### src/rtl/wb_cmd_master.sv
// ============================================================================
// Module      : wb_cmd_master
// Description : Single-outstanding command to Wishbone classic master with
//               retry handling. Optional bus timeout via WB_MASTER_TIMEOUT_EN.
// Revision    : 1.0 - initial release
// ============================================================================
`default_nettype none

module wb_cmd_master #(
    parameter int MAX_RETRY      = 3,
    parameter int TIMEOUT_CYCLES = 255
) (
    input  logic        clk,
    input  logic        rst_n,
    // command channel
    input  logic        cmd_valid,
    output logic        cmd_ready,
    input  logic        cmd_we,
    input  logic [31:0] cmd_adr,
    input  logic [31:0] cmd_dat,
    input  logic [3:0]  cmd_sel,
    // response channel
    output logic        rsp_valid,
    input  logic        rsp_ready,
    output logic [31:0] rsp_dat,
    output logic [1:0]  rsp_status,
    // wishbone master
    output logic        wb_cyc_o,
    output logic        wb_stb_o,
    output logic        wb_we_o,
    output logic [31:0] wb_adr_o,
    output logic [31:0] wb_dat_o,
    output logic [3:0]  wb_sel_o,
    output logic [2:0]  wb_cti_o,
    output logic [1:0]  wb_bte_o,
    input  logic        wb_ack_i,
    input  logic        wb_err_i,
    input  logic        wb_rty_i,
    input  logic [31:0] wb_dat_i,
    output logic        busy
);

    typedef enum logic [1:0] {
        S_IDLE  = 2'd0,
        S_BUS   = 2'd1,
        S_RETRY = 2'd2,
        S_RESP  = 2'd3
    } state_t;

    localparam int            RW          = (MAX_RETRY > 0) ? $clog2(MAX_RETRY + 1) : 1;
    localparam logic [RW-1:0] RETRY_LIMIT = RW'(MAX_RETRY);

    localparam logic [1:0] ST_OK  = 2'b00;
    localparam logic [1:0] ST_ERR = 2'b01;
    localparam logic [1:0] ST_RTY = 2'b10;

    if (TIMEOUT_CYCLES < 1) begin : g_cfg_check
        $error("TIMEOUT_CYCLES must be at least 1");
    end

    state_t        state_q, state_d;
    logic          we_q, we_d;
    logic [31:0]   adr_q, adr_d;
    logic [31:0]   dat_q, dat_d;
    logic [3:0]    sel_q, sel_d;
    logic [RW-1:0] retry_q, retry_d;
    logic [31:0]   rsp_dat_q, rsp_dat_d;
    logic [1:0]    rsp_status_q, rsp_status_d;

`ifdef WB_MASTER_TIMEOUT_EN
    localparam logic [1:0] ST_TMO = 2'b11;
    localparam int            TW       = $clog2(TIMEOUT_CYCLES + 1);
    localparam logic [TW-1:0] TMO_LAST = TW'(TIMEOUT_CYCLES - 1);
    logic [TW-1:0] tmo_q, tmo_d;
`endif

    always_ff @(posedge clk or negedge rst_n) begin
        if (!rst_n) begin
            state_q      <= S_IDLE;
            we_q         <= 1'b0;
            adr_q        <= '0;
            dat_q        <= '0;
            sel_q        <= '0;
            retry_q      <= '0;
            rsp_dat_q    <= '0;
            rsp_status_q <= ST_OK;
`ifdef WB_MASTER_TIMEOUT_EN
            tmo_q        <= '0;
`endif
        end else begin
            state_q      <= state_d;
            we_q         <= we_d;
            adr_q        <= adr_d;
            dat_q        <= dat_d;
            sel_q        <= sel_d;
            retry_q      <= retry_d;
            rsp_dat_q    <= rsp_dat_d;
            rsp_status_q <= rsp_status_d;
`ifdef WB_MASTER_TIMEOUT_EN
            tmo_q        <= tmo_d;
`endif
        end
    end

    always_comb begin
        state_d      = state_q;
        we_d         = we_q;
        adr_d        = adr_q;
        dat_d        = dat_q;
        sel_d        = sel_q;
        retry_d      = retry_q;
        rsp_dat_d    = rsp_dat_q;
        rsp_status_d = rsp_status_q;
`ifdef WB_MASTER_TIMEOUT_EN
        tmo_d        = tmo_q;
`endif
        case (state_q)
            S_IDLE: begin
                if (cmd_valid) begin
                    we_d    = cmd_we;
                    adr_d   = cmd_adr;
                    dat_d   = cmd_dat;
                    sel_d   = cmd_sel;
                    retry_d = '0;
`ifdef WB_MASTER_TIMEOUT_EN
                    tmo_d   = '0;
`endif
                    state_d = S_BUS;
                end
            end
            S_BUS: begin
                // termination priority: err over ack over rty
                if (wb_err_i) begin
                    rsp_status_d = ST_ERR;
                    rsp_dat_d    = '0;
                    state_d      = S_RESP;
                end else if (wb_ack_i) begin
                    rsp_status_d = ST_OK;
                    rsp_dat_d    = we_q ? 32'd0 : wb_dat_i;
                    state_d      = S_RESP;
                end else if (wb_rty_i) begin
                    if (retry_q == RETRY_LIMIT) begin
                        rsp_status_d = ST_RTY;
                        rsp_dat_d    = '0;
                        state_d      = S_RESP;
                    end else begin
                        retry_d = retry_q + 1'b1;
                        state_d = S_RETRY;
                    end
                end
`ifdef WB_MASTER_TIMEOUT_EN
                else if (tmo_q == TMO_LAST) begin
                    rsp_status_d = ST_TMO;
                    rsp_dat_d    = '0;
                    state_d      = S_RESP;
                end else begin
                    tmo_d = tmo_q + 1'b1;
                end
`endif
            end
            S_RETRY: begin
`ifdef WB_MASTER_TIMEOUT_EN
                tmo_d   = '0;
`endif
                state_d = S_BUS;
            end
            S_RESP: begin
                if (rsp_ready) begin
                    state_d = S_IDLE;
                end
            end
            default: state_d = S_IDLE;
        endcase
    end

    // rst_n gating keeps cmd_ready low while reset is held
    assign cmd_ready  = rst_n && (state_q == S_IDLE);
    assign busy       = (state_q != S_IDLE);
    assign rsp_valid  = (state_q == S_RESP);
    assign rsp_dat    = rsp_dat_q;
    assign rsp_status = rsp_status_q;

    assign wb_cyc_o   = (state_q == S_BUS);
    assign wb_stb_o   = (state_q == S_BUS);
    assign wb_we_o    = (state_q == S_BUS) && we_q;
    assign wb_adr_o   = adr_q;
    assign wb_dat_o   = dat_q;
    assign wb_sel_o   = sel_q;
    assign wb_cti_o   = 3'b000;
    assign wb_bte_o   = 2'b00;

endmodule

`default_nettype wire

### config.mk
export PLATFORM = sky130hd
export DESIGN_NAME = wb_cmd_master
export DESIGN_NICKNAME = d
export VERILOG_FILES = /design/src/rtl/wb_cmd_master.sv
export SDC_FILE = /design/constraint.sdc
export NUM_CORES = 1
export LEC_CHECK = 0
export CAP_MARGIN = 15
export CORE_AREA = 2 2 113 115
export CTS_BUF_LIST = sky130_fd_sc_hd__clkbuf_16
export CTS_CLUSTER_DIAMETER = 60
export CTS_CLUSTER_SIZE = 10
export DETAILED_ROUTE_END_ITERATION = 6
export DIE_AREA = 0 0 115 117
export PLACE_DENSITY = 0.75
export SYNTH_ARGS = -nofsm -noshare
export SYNTH_HDL_FRONTEND = slang
export SYNTH_SLANG_ARGS = --single-unit
### constraint.sdc
create_clock -name clk -period 1.6 [get_ports clk]
set_clock_uncertainty 0.05 [all_clocks]
set_input_delay 0.48 -clock clk [delete_from_list [all_inputs] [get_ports clk]]
set_output_delay 0.48 -clock clk [all_outputs]
set_load 0.01 [all_outputs]
# --- Word-level counts from Yosys, hierarchy flattened ---
# Cells that the tools add are included.
word_totals:
  inputBits: 108
  regBits: 107
  output_inout_bits: 113
classes:
  eq_ne: 11
  add_sub_neg: 1
  n_reduce_logical: 11
  muxes: 22
op_table:
  columns: ["operator", "n"]
  rows:
  - ["two-way mux 32 bit", 5]
  - ["two-way mux 2 bit", 14]
  - ["!= test 2 bit (second input constant)", 4]
  - ["one-hot mux 2 bit (4 select lines)", 1]
  - ["equality test 2 bit (second input constant)", 3]
  - ["AND reduction 3 bit", 2]
  - ["AND reduction 6 bit", 1]
  - ["nonzero test 3 bit", 2]
  - ["!= test 2 x 1 -> 1 bit (second input constant)", 2]
  - ["!= test 4 x 1 -> 1 bit (second input constant)", 1]
  - ["one-hot mux 2 bit (2 select lines)", 1]
  - ["nonzero test 2 bit", 2]
  - ["adder 2 x 1 -> 2 bit (second input constant)", 1]
  - ["equality test 2 x 1 -> 1 bit (second input constant)", 1]
  - ["logical AND 1 bit", 2]
  - ["zero test 2 bit", 1]
  - ["AND reduction 2 bit", 1]
  - ["two-way mux 1 bit", 1]

# --- Logic depth before layout (Yosys ltp) ---
# Gate-level depths: netlist of run 1.
logic_depth:
  depth_word: 6
  ltp_mapped: 5
  mapped_depth_nobuf: 4

# --- Worst setup path before layout of run 1 ---
# OpenSTA, ideal clock, no wires.
synth_path:
  path_type: "reg2out"
  start: "register state_q[1]"
  end: "output port wb_we_o"
  n_path_buf: 1
  path_stages_with_launch: 5
  required_ps: 1070
  arrival_ps: 1143
  slack_ps: -73
  cell_sequence: "dfrtp_1 > nand2b_1 > inv_2 > buf_2 > and2_1"
synth_between:
  elab_chain_len: 2
synth_lines:
  columns: ["element", "line", "text"]
  rows:
  - ["from (decl)", "61", "state_t state_q, state_d;"]
  - ["from (signal assigned)", "91", "state_q <= state_d;"]
  - ["equality test 2 x 1 -> 1 bit", null, null]
  - ["named net wb_cyc_o", "28", "output logic wb_cyc_o,"]
  - ["logical AND 1 bit", "185", "assign wb_we_o = (state_q == S_BUS) && we_q;"]
  - ["to (decl)", "30", "output logic wb_we_o,"]
# The timed path passes the listed nets, and every way through them passes these cells.

# --- Worst setup path after layout of run 1 ---
layout_path:
  start: "register state_q[1]"
  end: "output port busy"
layout_between:
  elab_chain_len: 1
layout_lines:
  columns: ["element", "line", "text"]
  rows:
  - ["nonzero test 2 bit", "178", "assign busy = (state_q != S_IDLE);"]
  - ["to (decl)", "40", "output logic busy"]
# Every way passes these cells.

==> impl_metrics.json, run 1 <==
{
  "cts_tree": "built",
  "crit_chain": "or2_4 > buf_6 > buf_6",
  "synth_fa_ha_area_frac": 0.00291,
  "finalNetCount": 681,
  "reg2reg_to": "wb_dat_o[7]",
  "cp.arrival_ps": 1260,
  "wl_per_cell_um": 16.2,
  "h-tree-depth": 3,
  "startpoint_type": "register",
  "grtUsageTotal": 0.173,
  "synth_top_family_by_area": "multiplexers",
  "maxCapViolations": 0,
  "numCtsBuffers": 9,
  "antenna_left": 0,
  "status": "finished, violations left",
  "synth_cell_types": 26,
  "synth_mux_area_frac": 0.186,
  "pre_cts_slack_ps": -463,
  "slew_viol_final": 0,
  "final_cell_mix": "107 x dfrtp_1, 105 x clkdlybuf4s50_1, 100 x dlygate4sd2_1, 69 x mux2_2, 36 x inv_1",
  "antenna_found_initial": 0,
  "timing.final.crit_share": 1.12,
  "hold_path.class": "in2async",
  "die_y_um": 117,
  "r2r_cells": 6,
  "nFillCells": 991,
  "ioPinCount": 221,
  "final_common_cell": "dfrtp_1",
  "area_growth_syn_to_layout_pct": 67.3,
  "max_stage_delay_ps": 410,
  "post-route-min-period_ps": 1790,
  "fin_hold_ws_ps": 308,
  "insertion_delay_ps": 340,
  "maxSlewHeadroom": 0.552,
  "syn_avg_cell_area_um2": 13.1,
  "core_mm2": 0.0123,
  "crit_family": "flip-flops",
  "num_vias": 3431,
  "cts_sinks": 107,
  "port_buffers": 215,
  "violations": "setup timing",
  "cts_hold_buf": 0,
  "p_leak_uw": 0.00335,
  "start_util": 0.349,
  "drtIter0Drc": 152,
  "timing.final.ws_setup_ps": -191,
  "reg2reg_from": "state_q[0]",
  "drt-total-wl_mm": 11.8,
  "antenna-diode-count": 0,
  "path_common_cell": "buf_6",
  "dpl.hpwl_mm": 8.47,
  "synth-compound-area-share": 0.0460,
  "grt_remaining_overflow": 0,
  "hold_viol": 0,
  "cp_max_fo": 3,
  "multi_input_area_mm2": 0.00136,
  "num_rows": 41,
  "grt_pass1_wl_mm": 17.8,
  "die-area_mm2": 0.0135,
  "netlist_area_mm2": 0.00430,
  "critical_path_buf_inv_count": 2,
  "r2r_slack_ps": -180,
  "drive_above_1_share": 0.241,
  "ys_seq_area_frac": 0.623,
  "syn_inst": 327,
  "setup_viol": 65,
  "clk_path_buf_depth": 2,
  "final_cells": 726,
  "fmax_mhz": 558,
  "cts-root-buf": "clkbuf_16",
  "synthXorXnorAreaFrac": 0,
  "path_class": "reg2out",
  "rsz0062_at_grt": "true",
  "synth_warnings": 0,
  "gp_congestion": 0.721,
  "dp.cells": 699,
  "worst_pin_slew_ps": 672,
  "path_clk_slew_ps": 70,
  "grt_max_degree": 55,
  "cp-end-kind": "output pin",
  "grt_pass1_vias": 3541,
  "die_w_um": 115,
  "fin_setup_tns_ps": -9150,
  "slowest_stage": "dfrtp_1",
  "dr.pass1.iters": 4,
  "drc_errors": 0,
  "cp.required_ps": 1070,
  "ir_worst_vdd_uv": 640,
  "ys_ff_latch": 107,
  "synth-simple-area-share": 0.0696,
  "regArea_mm2": 0.00268,
  "cellPowerDensity_mw_per_mm2": 1680,
  "vias_per_cell": 4.73
}
[flip-flops by register name, summed over array words and instances (netlist names)]
register / count
wb_sel_o: 4
we_q: 1
state_q: 2
wb_dat_o: 32
wb_adr_o: 32
retry_q: 2
rsp_dat: 32
rsp_status: 2
[metrics by stage]
step,cell area (µm²),power [µW],utilization
floorplan,4320,7090,-
global placement,6780,10600,0.550
detailed placement,6780,10800,0.550
CTS,7140,12200,0.580
global route,7190,12900,0.584
finish,7190,12100,0.584
[tightest hold or removal path, stage by stage]
cell and delay (ps):
buf_4 90, buf_4 100, buf_4 520
[synthesized netlist by cell type]
cell type,n,area share
dfrtp_1,107,0.62
mux2_2,70,0.18
inv_1,34,0.030
nand4_1,32,0.047
o21ai_0,31,0.036
clkbuf_1,10,0.0087
buf_6,7,0.018
buf_4,6,0.010
nand2_1,5,0.0044
nor2_1,4,0.0035
buf_2,3,0.0035
and2_1,2,0.0029
nand2b_1,2,0.0029
o21ai_1,2,0.0023
a21oi_1,1,0.0012
a21oi_2,1,0.0020
conb_1,1,0.00087
ha_1,1,0.0029
inv_2,1,0.00087
mux2i_1,1,0.0023
nand4b_1,1,0.0020
nor2b_1,1,0.0015
nor3b_4,1,0.0044
o211a_1,1,0.0023
o22a_1,1,0.0020
or2_2,1,0.0015
[layer usage]
layer | track usage | vias to the layer above | part of all wire
met4 | 0.0859 | 0 | 0.023
li1 | - | 1603 | -
met3 | 0.0417 | 16 | 0.072
met5 | 0 | - | 0
met1 | 0.195 | 1673 | 0.38
met2 | 0.306 | 139 | 0.52
[where the power goes]
part	internal [µW]	switching [µW]
logic	3120	2430
registers	3970	635
clock network	1020	933
[timing repair]
item                       CTS  global route
setup endpoints to repair  176           105
pin swaps                    2             1
gates resized for setup    145             6
setup buffers                6             3
gates cloned                 5             0
[final cells by class]
cell class              instances  share of cell area
multi-input cells             163               0.188
inverters                      35              0.0183
well taps                     150              0.0261
clock inverters                 6             0.00365
flip-flops and latches        107               0.372
clock buffers                   9              0.0313
repair buffers                256               0.360
[logic make-up (layout without fill, tap and decap cells)]
kind of cell,Yosys count,in the layout
multiplexers,71,71
buffers and inverters,61,306
AND/OR/NAND/NOR,49,49
flip-flops,107,107
AO/OA/AOI/OAI,37,37
other,1,5
adder cells (fa/ha/maj),1,1
[worst max-delay path by stage]
stage	start	endpoint	slack (ps)	cells after the start
2_1_floorplan	state_q[1]	wb_we_o	30	4
3_3_place_gp	cmd_valid	wb_adr_o[5]	-440	5
3_5_place_dp	cmd_valid	wb_adr_o[19]	-460	5
4_1_cts	state_q[0]	cmd_ready	-200	3
5_1_grt	state_q[0]	wb_dat_o[7]	-240	6
6_report	state_q[1]	busy	-190	3
(Power assumes the default switching activity.)
==> run 2, diff against run 1 <==
--- a/config.mk
+++ b/config.mk
@@ -13,6 +13,7 @@
 export DETAILED_ROUTE_END_ITERATION = 6
 export DIE_AREA = 0 0 115 117
 export PLACE_DENSITY = 0.75
+export SETUP_SLACK_MARGIN = 0.3
 export SYNTH_ARGS = -nofsm -noshare
 export SYNTH_HDL_FRONTEND = slang
 export SYNTH_SLANG_ARGS = --single-unit
==> run 2 against run 1 <==
- the flow still finishes with violations (setup timing)
- non-clock buffer count up 53
- core utilization grew 4.5 points
- register-to-register slack better by 30 ps
- global-route usage grew 1.4 points
- routed wire length is 21% higher
- sequential share of layout area decreased by 2.6 points
- combinational power is 36% higher
- die area stayed put
- critical path type unchanged
==> impl_metrics.json, run 2 (same netlist as run 1, synthesis figures left out) <==
{
  "status": "finished, violations left",
  "clk_path_buf_depth": 2,
  "path_clk_slew_ps": 70,
  "slew_viol_final": 0,
  "numCtsBuffers": 9,
  "vias_per_cell": 4.88,
  "antenna_left": 0,
  "maxCapViolations": 0,
  "hold_viol": 0,
  "grt_remaining_overflow": 0,
  "timing.final.ws_setup_ps": -171,
  "drt-total-wl_mm": 14.2,
  "drtIter0Drc": 226,
  "cp_max_fo": 3,
  "dpl.hpwl_mm": 8.27,
  "cp.required_ps": 1070,
  "antenna_found_initial": 0,
  "cts_hold_buf": 0,
  "setup_viol": 78,
  "ioPinCount": 221,
  "insertion_delay_ps": 330,
  "grt_pass1_wl_mm": 19.5,
  "final_cell_mix": "107 x dfrtp_1, 102 x clkdlybuf4s50_1, 72 x buf_2, 64 x mux2_2, 54 x buf_6",
  "cp.arrival_ps": 1240,
  "post-route-util": 0.628,
  "area_growth_syn_to_layout_pct": 80.1,
  "drive_above_1_share": 0.492,
  "core_mm2": 0.0123,
  "p_leak_uw": 0.00360,
  "rsz0062_at_grt": "true",
  "fmax_mhz": 565,
  "maxSlewHeadroom": 0.630,
  "fin_hold_ws_ps": 164,
  "cts-root-buf": "clkbuf_16",
  "path_class": "reg2out",
  "start_util": 0.349,
  "worst_pin_slew_ps": 555,
  "die_y_um": 117,
  "port_buffers": 215,
  "grtUsageTotal": 0.187,
  "die-area_mm2": 0.0135,
  "grt_pass1_vias": 3767,
  "antenna-diode-count": 0,
  "timing.final.crit_share": 1.11,
  "num_rows": 41,
  "final_common_cell": "dfrtp_1",
  "drc_errors": 0,
  "post-route-min-period_ps": 1770,
  "cp-end-kind": "output pin",
  "num_vias": 3804,
  "startpoint_type": "register",
  "die_w_um": 115,
  "grt_max_degree": 43,
  "cts_tree": "built",
  "cellPowerDensity_mw_per_mm2": 1860,
  "wl_per_cell_um": 18.2,
  "h-tree-depth": 3,
  "ir_worst_vdd_uv": 751,
  "gp_congestion": 0.813,
  "dr.pass1.iters": 4,
  "finalNetCount": 734,
  "violations": "setup timing",
  "hold_path.class": "in2async",
  "cts_sinks": 107
}
-- run 2: per-stage QoR --
step / setup TNS, ps / cells / setup WS [ps] / area (µm²) / power, µW
floorplan: 0 / 331 / 38.7 / 4360 / 7150
global placement: -41700 / 691 / -515 / 6690 / 10500
detailed placement: -42500 / 691 / -535 / 6690 / 10700
CTS: -6150 / 749 / -194 / 7170 / 13000
finish: -7760 / 780 / -171 / 7740 / 14400
global route: -12080 / 780 / -223 / 7740 / 15200
-- run 2: worst max-delay path, stage by stage (launching register included) --
cell     delay, ps
dfrtp_1        400
or2_4          280
buf_6          120
buf_6          110
-- run 2: path summary, 6_finish.rpt --
path                            startpoint  cells after the start  slack, ps           end
worst min register to register  retry_q[0]                      1        450    retry_q[0]
min in group clk                retry_q[0]                      1        450    retry_q[0]
worst max register to register  state_q[0]                      6       -150   wb_dat_o[1]
worst max-delay path            state_q[0]                      3       -170          busy
worst min-delay path                 rst_n                      2        160  wb_adr_o[13]
max in group asynchronous            rst_n                      3        460   wb_sel_o[2]
-- run 2: routing by layer --
layer  up-vias  wire length [µm]  GRT usage
met3        37               787     0.0407
met5         -                 0          0
met4         0               357     0.0546
met1      1877              5700      0.228
li1       1714                 -          -
met2       176              7340      0.334
-- run 2: power breakdown --
part           switching (µW)  total (µW)  leakage (µW)  internal, µW
Combinational            3070        7560       0.00213          4490
Clock                     925        2120      0.000139          1190
Sequential                745        4720       0.00133          3980
Total                    4740       14400       0.00360          9660
-- run 2: what timing repair did --
| action | CTS | global route |
|---|---|---|
| setup endpoints to repair | 213 | 214 |
| resized for setup | 507 | 62 |
| setup buffers | 33 | 23 |
| pin swaps | 3 | 27 |
| gates cloned | 9 | 8 |
| endpoints found under the hold margin | 0 | 0 |
-- run 2: layout make-up --
class,count,area [µm²]
Clock buffer,9,225
Fill cell,954,4570
Timing Repair Buffer,309,2990
Inverter,35,136
Tap cell,150,188
Multi-Input combinational cell,163,1460
Clock inverter,7,58.8
Sequential cell,107,2680
==> RTL edit, RTL diff (flow settings as in run 1) <==
The option `WB_MASTER_TIMEOUT_EN` is turned on by a define.
--- a/src/rtl/wb_cmd_master.sv
+++ b/src/rtl/wb_cmd_master.sv
@@ -7,2 +7,4 @@
 `default_nettype none
+
+`define WB_MASTER_TIMEOUT_EN
 
Formal check against the unedited RTL: no difference found for any inputs over 4 cycles, from zero or initial values and one cycle with rst_n low; that may be too few to reach the edited logic, so the function may still have changed.
==> RTL edit against run 1 <==
  * The flow still finishes with violations (setup timing)
  * Sequential cell count is 8 higher
  * Design area is 10% higher
  * Non-clock buffer count stayed put
  * Setup slack worse by 0.099 ns
  * Core utilization is 6.1 points higher
  * Clock power is 66% higher
  * Sequential share of layout area is 0.95 points lower
  * Power is 15% higher
  * Via count is 27% higher
  * Wire length is 18% higher
  * Synthesized cell count is 58% higher
  * Synthesized area is 13% higher
  * Count of clock-buffer cells in the layout is 8 higher
==> RTL edit: results (changes against run 1) <==
Parameter                              Value

Global routing
  GRT Resource Usage Total    20.6% (was 17.3%)
  Largest net degree at the start of global routing    78 (was 55)
  First-pass GRT wire length    21500 µm (was 17800 µm)
  Vias in the first global route    4402 (was 3541)

Final layout
  Summed area of non-filler cells in the final layout    0.00794 mm² (was 0.00719 mm²)
  Final cell count without fillers    929 (was 726)
  Nets@finish    880 (was 681)
  Ratio of cells with drive above 1 in the final layout    17.5% (was 24.1%)

Clock network
  Total clock buffers created by CTS    17 (was 9)
  Clock-pin slew of the registers on the worst-case setup and hold paths    0.05 ns (was 0.07 ns)
  Max H-tree Level    4 (was 3)
  Clock latency of the later-clocked register in the worst-skew pair    0.40 ns (was 0.34 ns)

Drt
  Routed Wire Length    13900 µm (was 11800 µm)
  First DRT Iteration DRCs    182 (was 152)

Setup path
  Worst Path Max Fanout    6 (was 3)
  R2R Setup Slk    -0.29 ns (was -0.18 ns)
  Endpoint arrival time on the critical path    2.13 ns (was 1.26 ns)
  Critical path startpoint    retry_q[0] (was state_q[1])
  Critical path's largest stage delay    0.55 ns (was 0.41 ns)
  Worst reg2reg path startpoint    retry_q[0] (was state_q[0])
  Worst path top cell family by delay    simple AND/OR/NAND/NOR gates (was flip-flops)

Outcome
  Status    complete, but fails checks (unchanged)
  Violations in the final reports    setup timing (unchanged)

Placed design
  Sum of net half-perimeters after detailed placement    9790 µm (was 8470 µm)
  Final estimated routing congestion in global placement    0.761 (was 0.721)
  DP Cell Count    889 (was 699)
  Cell area after placement    0.00737 mm² (was 0.00678 mm²)
  DP Worst Slack    -0.678 ns (was -0.463 ns)
  Input/output buffers    215 (unchanged)

Synth
  Synth cell types    37 (was 26)
  Post-Synth Adder-Cell Area    0.775% (was 0.291%)
  Number of cells produced by synthesis    517 (was 327)
  Cell types with the largest area share after synthesis    dfrtp_1 59%, nand2_1 19%, mux2i_1 6.8% (was dfrtp_1 62%, mux2_2 18%, nand4_1 4.7%)
  Multiplexer share of the synthesized area    7.28% (was 18.6%)
  Leading cell types by count after synthesis    246 x nand2_1, 115 x dfrtp_1, 35 x inv_1 (was 107 x dfrtp_1, 70 x mux2_2, 34 x inv_1)

Timing
  Number of setup violations in the final report    44 (was 65)
  Final WS setup    -0.290 ns (was -0.191 ns)
  Setup TNS after final layout    -8.33 ns (was -9.15 ns)
  Worst-Margin Slew    0.523 ns (was 0.672 ns)

Power
  Leakage component of the power    4.03 nW (was 3.35 nW)
  Worst VDD drop    0.942 mV (was 0.640 mV)
## RTL edit: cell families after synthesis
family          Yosys count
buf+inv                  63
mux                      35
simple gates            274
flops                   115
other cells               1
fa+ha+maj                 3
compound gates           26
## RTL edit: final cells by class
class,count,area share (%)
Multi-Input combinational cell,343,22.7
Inverter,36,1.77
Sequential cell,115,36.3
Tap cell,150,2.37
Timing Repair Buffer,256,30.6
Clock buffer,17,5.36
Clock inverter,12,0.978
## RTL edit: report_power, final
group          switching, W  internal [W]
clock               0.00121       0.00205
sequential         0.000712       0.00413
combinational       0.00285       0.00292
## RTL edit: what timing repair did
| item | in CTS | in global routing |
|---|---|---|
| pin swaps | 5 | 9 |
| setup buffers | 9 | 5 |
| gates cloned | 2 | 0 |
| resized for setup | 253 | 54 |
| setup endpoints to repair | 148 | 88 |
## RTL edit: worst reg2reg max path: stages, from the launching register on
cell,delay [ns]
dfrtp_1,0.39
ha_2,0.20
or4b_4,0.55
nand3_4,0.19
buf_6,0.13
mux2_4,0.28
## RTL edit: worst min-delay path by stage
stage          depth (start not counted)  slack, ns      endpoint
2_1_floorplan                          0       0.13    retry_q[0]
3_3_place_gp                           2       0.41   wb_adr_o[4]
3_5_place_dp                           2       0.41   wb_dat_o[2]
4_1_cts                                2       0.11    retry_q[1]
5_1_grt                                2       0.15  wb_dat_o[21]
6_report                               2       0.11    retry_q[1]
## RTL edit: metal layers
layer | GRT usage (%) | vias to the layer above | part of all wire [%]
li1 | - | 2093 | -
met1 | 23.9 | 2066 | 40
met2 | 35.0 | 172 | 50
met3 | 7.47 | 23 | 8.0
met4 | 8.11 | 0 | 2.3
met5 | 0 | - | 0
